--- src/rtl/fifo_sync_ext.sv ---
`default_nettype none
// ============================================================================
// Module  : fifo_sync_ext
// Brief   : Single-clock FIFO with standard/FWFT read, threshold flags and
//           sticky overflow/underflow errors.
// Revision: 1.0
// ============================================================================
module fifo_sync_ext #(
    parameter int DATA_WIDTH    = 32,
    parameter int MEMORY_DEPTH  = 16,
    parameter int FWFT          = 0,
    parameter int AFULL_THRESH  = 14,
    parameter int AEMPTY_THRESH = 2
) (
    input  logic                            clk,
    input  logic                            rst,
    input  logic                            wr,
    input  logic [DATA_WIDTH-1:0]           din,
    input  logic                            rd,
    output logic [DATA_WIDTH-1:0]           dout,
    output logic                            dout_valid,
    output logic                            empty,
    output logic                            full,
    output logic                            almost_empty,
    output logic                            almost_full,
    output logic [$clog2(MEMORY_DEPTH):0]   count,
    output logic                            overflow,
    output logic                            underflow,
    input  logic                            clr_err
);

    localparam int c_aw = $clog2(MEMORY_DEPTH);
    localparam int c_pw = c_aw + 1;
    localparam logic [c_pw-1:0] c_depth  = c_pw'(MEMORY_DEPTH);
    localparam logic [c_pw-1:0] c_afull  = c_pw'(AFULL_THRESH);
    localparam logic [c_pw-1:0] c_aempty = c_pw'(AEMPTY_THRESH);

    logic [DATA_WIDTH-1:0] mem_q [MEMORY_DEPTH];

    logic [c_pw-1:0] wptr_q, wptr_d;
    logic [c_pw-1:0] rptr_q, rptr_d;
    logic            ovf_q, ovf_d;
    logic            udf_q, udf_d;

    logic [c_pw-1:0] w_count;
    logic            w_empty;
    logic            w_full;
    logic            w_wr_acc;
    logic            w_rd_acc;

    // The wrap bit makes the pointer difference span 0..MEMORY_DEPTH exactly,
    // so the occupancy moves on the same edge as the accepted access.
    assign w_count  = wptr_q - rptr_q;
    assign w_empty  = (w_count == '0);
    assign w_full   = (w_count == c_depth);
    assign w_wr_acc = wr & ~w_full;
    assign w_rd_acc = rd & ~w_empty;

    assign count        = w_count;
    assign empty        = w_empty;
    assign full         = w_full;
    assign almost_empty = (w_count <= c_aempty);
    assign almost_full  = (w_count >= c_afull);
    assign overflow     = ovf_q;
    assign underflow    = udf_q;

    always_comb begin
        wptr_d = wptr_q;
        rptr_d = rptr_q;
        ovf_d  = ovf_q & ~clr_err;
        udf_d  = udf_q & ~clr_err;
        if (w_wr_acc) begin
            wptr_d = wptr_q + c_pw'(1);
        end
        if (w_rd_acc) begin
            rptr_d = rptr_q + c_pw'(1);
        end
        // A new error in the same cycle as clr_err wins over the clear.
        if (wr && w_full) begin
            ovf_d = 1'b1;
        end
        if (rd && w_empty) begin
            udf_d = 1'b1;
        end
    end

    always_ff @(posedge clk or posedge rst) begin
        if (rst) begin
            wptr_q <= '0;
            rptr_q <= '0;
            ovf_q  <= 1'b0;
            udf_q  <= 1'b0;
        end else begin
            wptr_q <= wptr_d;
            rptr_q <= rptr_d;
            ovf_q  <= ovf_d;
            udf_q  <= udf_d;
        end
    end

    // Storage is deliberately left out of reset.
    always_ff @(posedge clk) begin
        if (w_wr_acc) begin
            mem_q[wptr_q[c_aw-1:0]] <= din;
        end
    end

    generate
        if (FWFT != 0) begin : g_fwft
            assign dout       = mem_q[rptr_q[c_aw-1:0]];
            assign dout_valid = ~w_empty;
        end else begin : g_std
            logic [DATA_WIDTH-1:0] dout_q;
            logic                  dout_valid_q;

            always_ff @(posedge clk or posedge rst) begin
                if (rst) begin
                    dout_q       <= '0;
                    dout_valid_q <= 1'b0;
                end else begin
                    dout_valid_q <= w_rd_acc;
                    if (w_rd_acc) begin
                        dout_q <= mem_q[rptr_q[c_aw-1:0]];
                    end
                end
            end

            assign dout       = dout_q;
            assign dout_valid = dout_valid_q;
        end
    endgenerate

endmodule
`default_nettype wire

--- config.mk ---
export PLATFORM = sky130hd
export DESIGN_NAME = fifo_sync_ext
export DESIGN_NICKNAME = d
export VERILOG_FILES = /design/src/rtl/fifo_sync_ext.sv
export SDC_FILE = /design/constraint.sdc
export NUM_CORES = 1
export LEC_CHECK = 0
export CORE_ASPECT_RATIO = 1.75
export CORE_MARGIN = 2
export CORE_UTILIZATION = 25
export DETAILED_ROUTE_END_ITERATION = 10
export GPL_TIMING_DRIVEN = 0
export SLEW_MARGIN = 15
export SYNTH_ARGS = -nofsm -noshare
export SYNTH_HDL_FRONTEND = slang
export SYNTH_SLANG_ARGS = --single-unit
--- constraint.sdc ---
create_clock -name clk -period 6.4 [get_ports clk]
set_clock_uncertainty 0.2 [all_clocks]
set_input_delay 1.28 -clock clk [delete_from_list [all_inputs] [get_ports clk]]
set_output_delay 1.28 -clock clk [all_outputs]
set_load 0.01 [all_outputs]
==> flow_summary.json <==
{
  "rows": 141,
  "critPathKind": "reg2out",
  "ys_types": 37,
  "max_slew_margin": 0.2435,
  "initial_core_util": 0.2520,
  "dieArea_um2": 87440,
  "ys_top_cells_by_count": "edfxtp_1, mux4_2, o22ai_1, dfrtp_1, nor2_1",
  "cp-start-kind": "flop",
  "ctsRootBufferMaster": "clkbuf_16",
  "drc": 0,
  "io_buffers": 80,
  "grt_pass1_wl_mm": 75.69,
  "drive_above_1_share": 0.2716,
  "syn_to_final_growth_pct": 20.93,
  "clock_path_buffers": 3,
  "rsz0062_at_grt": "false",
  "use_met1": 0.1255,
  "cts_resized": 0,
  "path_clk_slew_ps": 70,
  "totalPowerFinal_uw": 11710,
  "post-synth-top-area-cell": "edfxtp_1",
  "rr_worst_depth": 11,
  "min_period_ps": 5440,
  "vdd_drop_max_mv": 0.1853,
  "syn_area_per_cell_um2": 22.37,
  "cts_hold_buf": 0,
  "cts_tree": "done",
  "fp.dieH_um": 389.7,
  "cts_buffers": 46,
  "async_reset_ff_frac": 0.08079,
  "grt_pass1_vias": 11150,
  "h-tree-depth": 2,
  "drv_cap": 0,
  "hold_path_class": "reg2reg",
  "track_usage": 0.1184,
  "cts_sinks": 557,
  "dp_hpwl_mm": 35.49,
  "run_status": "finished, final reports clean",
  "ys.flop_type": "edfxtp_1",
  "yosysWarnings": 0,
  "worstSetupEndpointType": "primary output",
  "synth_top_cell_area_share": 0.7235,
  "insertion_delay_ps": 590,
  "cts_setup_buffers": 0,
  "ys_ff_latch": 557,
  "place_area_um2": 24020,
  "yosys-top-cells-area": "edfxtp_1, mux4_2, dfrtp_1",
  "routed-via-count": 10072,
  "vias_per_cell": 4.543,
  "synth-edff-count": 512,
  "overflow": 0,
  "gp_congestion": 0.7220,
  "nets": 1154,
  "tns_ps": 0,
  "p_leak_uw": 0.008248,
  "crit_arrival_ps": 3960,
  "dpl.cell_count": 2131,
  "fin_area_um2": 25700,
  "diodes": 0,
  "holdPathStages": 1,
  "ios": 81,
  "final_cells": 2217,
  "path_max_fanout": 10,
  "fmax_ghz": 0.1838,
  "finalHoldViolCount": 0,
  "dr.pass1.iters": 4,
  "drt_iter0_markers": 772,
  "core_um2": 84330,
  "busiest_layer": "met2",
  "synth_nets": 997,
  "yosysMostFrequentCell": "edfxtp_1",
  "grt.met3_usage": 0.02084,
  "holdWs_ps": 307.7,
  "use_met2": 0.2285,
  "ant_nets": 0,
  "wirelength_mm": 51.66,
  "antenna_found_initial": 8,
  "final-setup-viol-count": 0,
  "ys_seq_area_frac": 0.7765,
  "die_w_um": 224.4,
  "syn_inst": 950,
  "powerDensity_nw_per_um2": 455.9,
  "min_period_over_period": 0.8499,
  "tightest_slew_ps": 1135,
  "worstPathRequired_ps": 4920,
  "grt_start_max_net_pins": 40,
  "drv_slew": 0,
  "wl_per_cell_um": 23.30,
  "syn_area_um2": 21250
}
[power breakdown]
group / leakage, µW / internal [µW] / total, µW / switching [µW]
registers: 0.00514 / 4480 / 4660 / 180
logic: 0.00228 / 1850 / 3920 / 2070
clock network: 0.000826 / 1800 / 3130 / 1330
[final cells by class]
| cell class | count | area (µm²) |
|---|---|---|
| buffer | 47 | 222.7 |
| clock buffer | 50 | 1187 |
| clock inverter | 36 | 490.5 |
| fill | 8056 | 58630 |
| inverter | 12 | 47.55 |
| multi-input combinational | 334 | 4512 |
| sequential | 557 | 16500 |
| tap | 1072 | 1341 |
| timing repair buffer | 109 | 1395 |
[path summary, 6_finish.rpt]
| kind | from | to | slack [ps] |
|---|---|---|---|
| setup / recovery | rptr_q[1] | full | 960 |
| min in group asynchronous | rst | dout[22] | 760 |
| setup reg to reg | rptr_q[1] | mem_q[14][10] | 1930 |
| hold / removal | dout[28] | dout[28] | 310 |
| hold reg to reg | dout[28] | dout[28] | 310 |
| max in group asynchronous | rst | dout[11] | 4720 |
[registers in the layout, indices dropped and copies added, names as in the netlist]
register / cells
wptr_q: 5
dout_valid: 1
rptr_q: 5
overflow: 1
mem_q: 512
dout: 32
underflow: 1
[layout by cell type (no fill, tap or decap), types with 6 or more instances in the layout]
cell type	netlist	final
and3_2	0	12
buf_16	0	16
buf_2	16	19
bufinv_16	0	11
clkbuf_1	27	30
clkbuf_16	0	47
clkdlybuf4s50_1	0	80
clkinv_2	0	13
dfrtp_1	45	45
edfxtp_1	512	512
ha_1	9	9
inv_1	12	11
mux2_2	6	6
mux2_4	28	28
mux4_2	128	128
nand2_1	6	6
nor2_1	36	36
o22ai_1	64	64
xnor2_1	6	6
[metrics by stage]
stage / setup slack, ps / util
2_1_floorplan: 524.7 / -
4_1_cts: 889.6 / 0.3047
3_3_place_gp: -3381 / 0.2774
3_5_place_dp: 1522 / 0.2848
6_report: 960.4 / 0.3047
5_1_grt: 756.1 / 0.3047
[layer usage]
layer,vias to the layer above,wire (µm)
li1,4281,-
met1,5408,18360
met2,258,28850
met3,109,2524
met4,16,1834
met5,-,92
[cells by family after synthesis]
group,after synthesis,synth area share
flip-flops,557,0.7765
multiplexers,162,0.1586
AO/OA/AOI/OAI,75,0.02279
AND/OR/NAND/NOR,75,0.01796
buffers and inverters,59,0.01260
XOR/XNOR,12,0.005299
adder cells (fa/ha/maj),10,0.006241
[critical path, cell delays in order, from the launching register on]
cell             delay (ps)
dfrtp_1                 350
clkbuf_1                260
buf_2                   400
inv_1                   160
fa_1                    570
nand3b_1                190
a211oi_1                330
o22a_1                  480
clkdlybuf4s50_1         630
No activity file was read; power rests on OpenSTA's default activity.
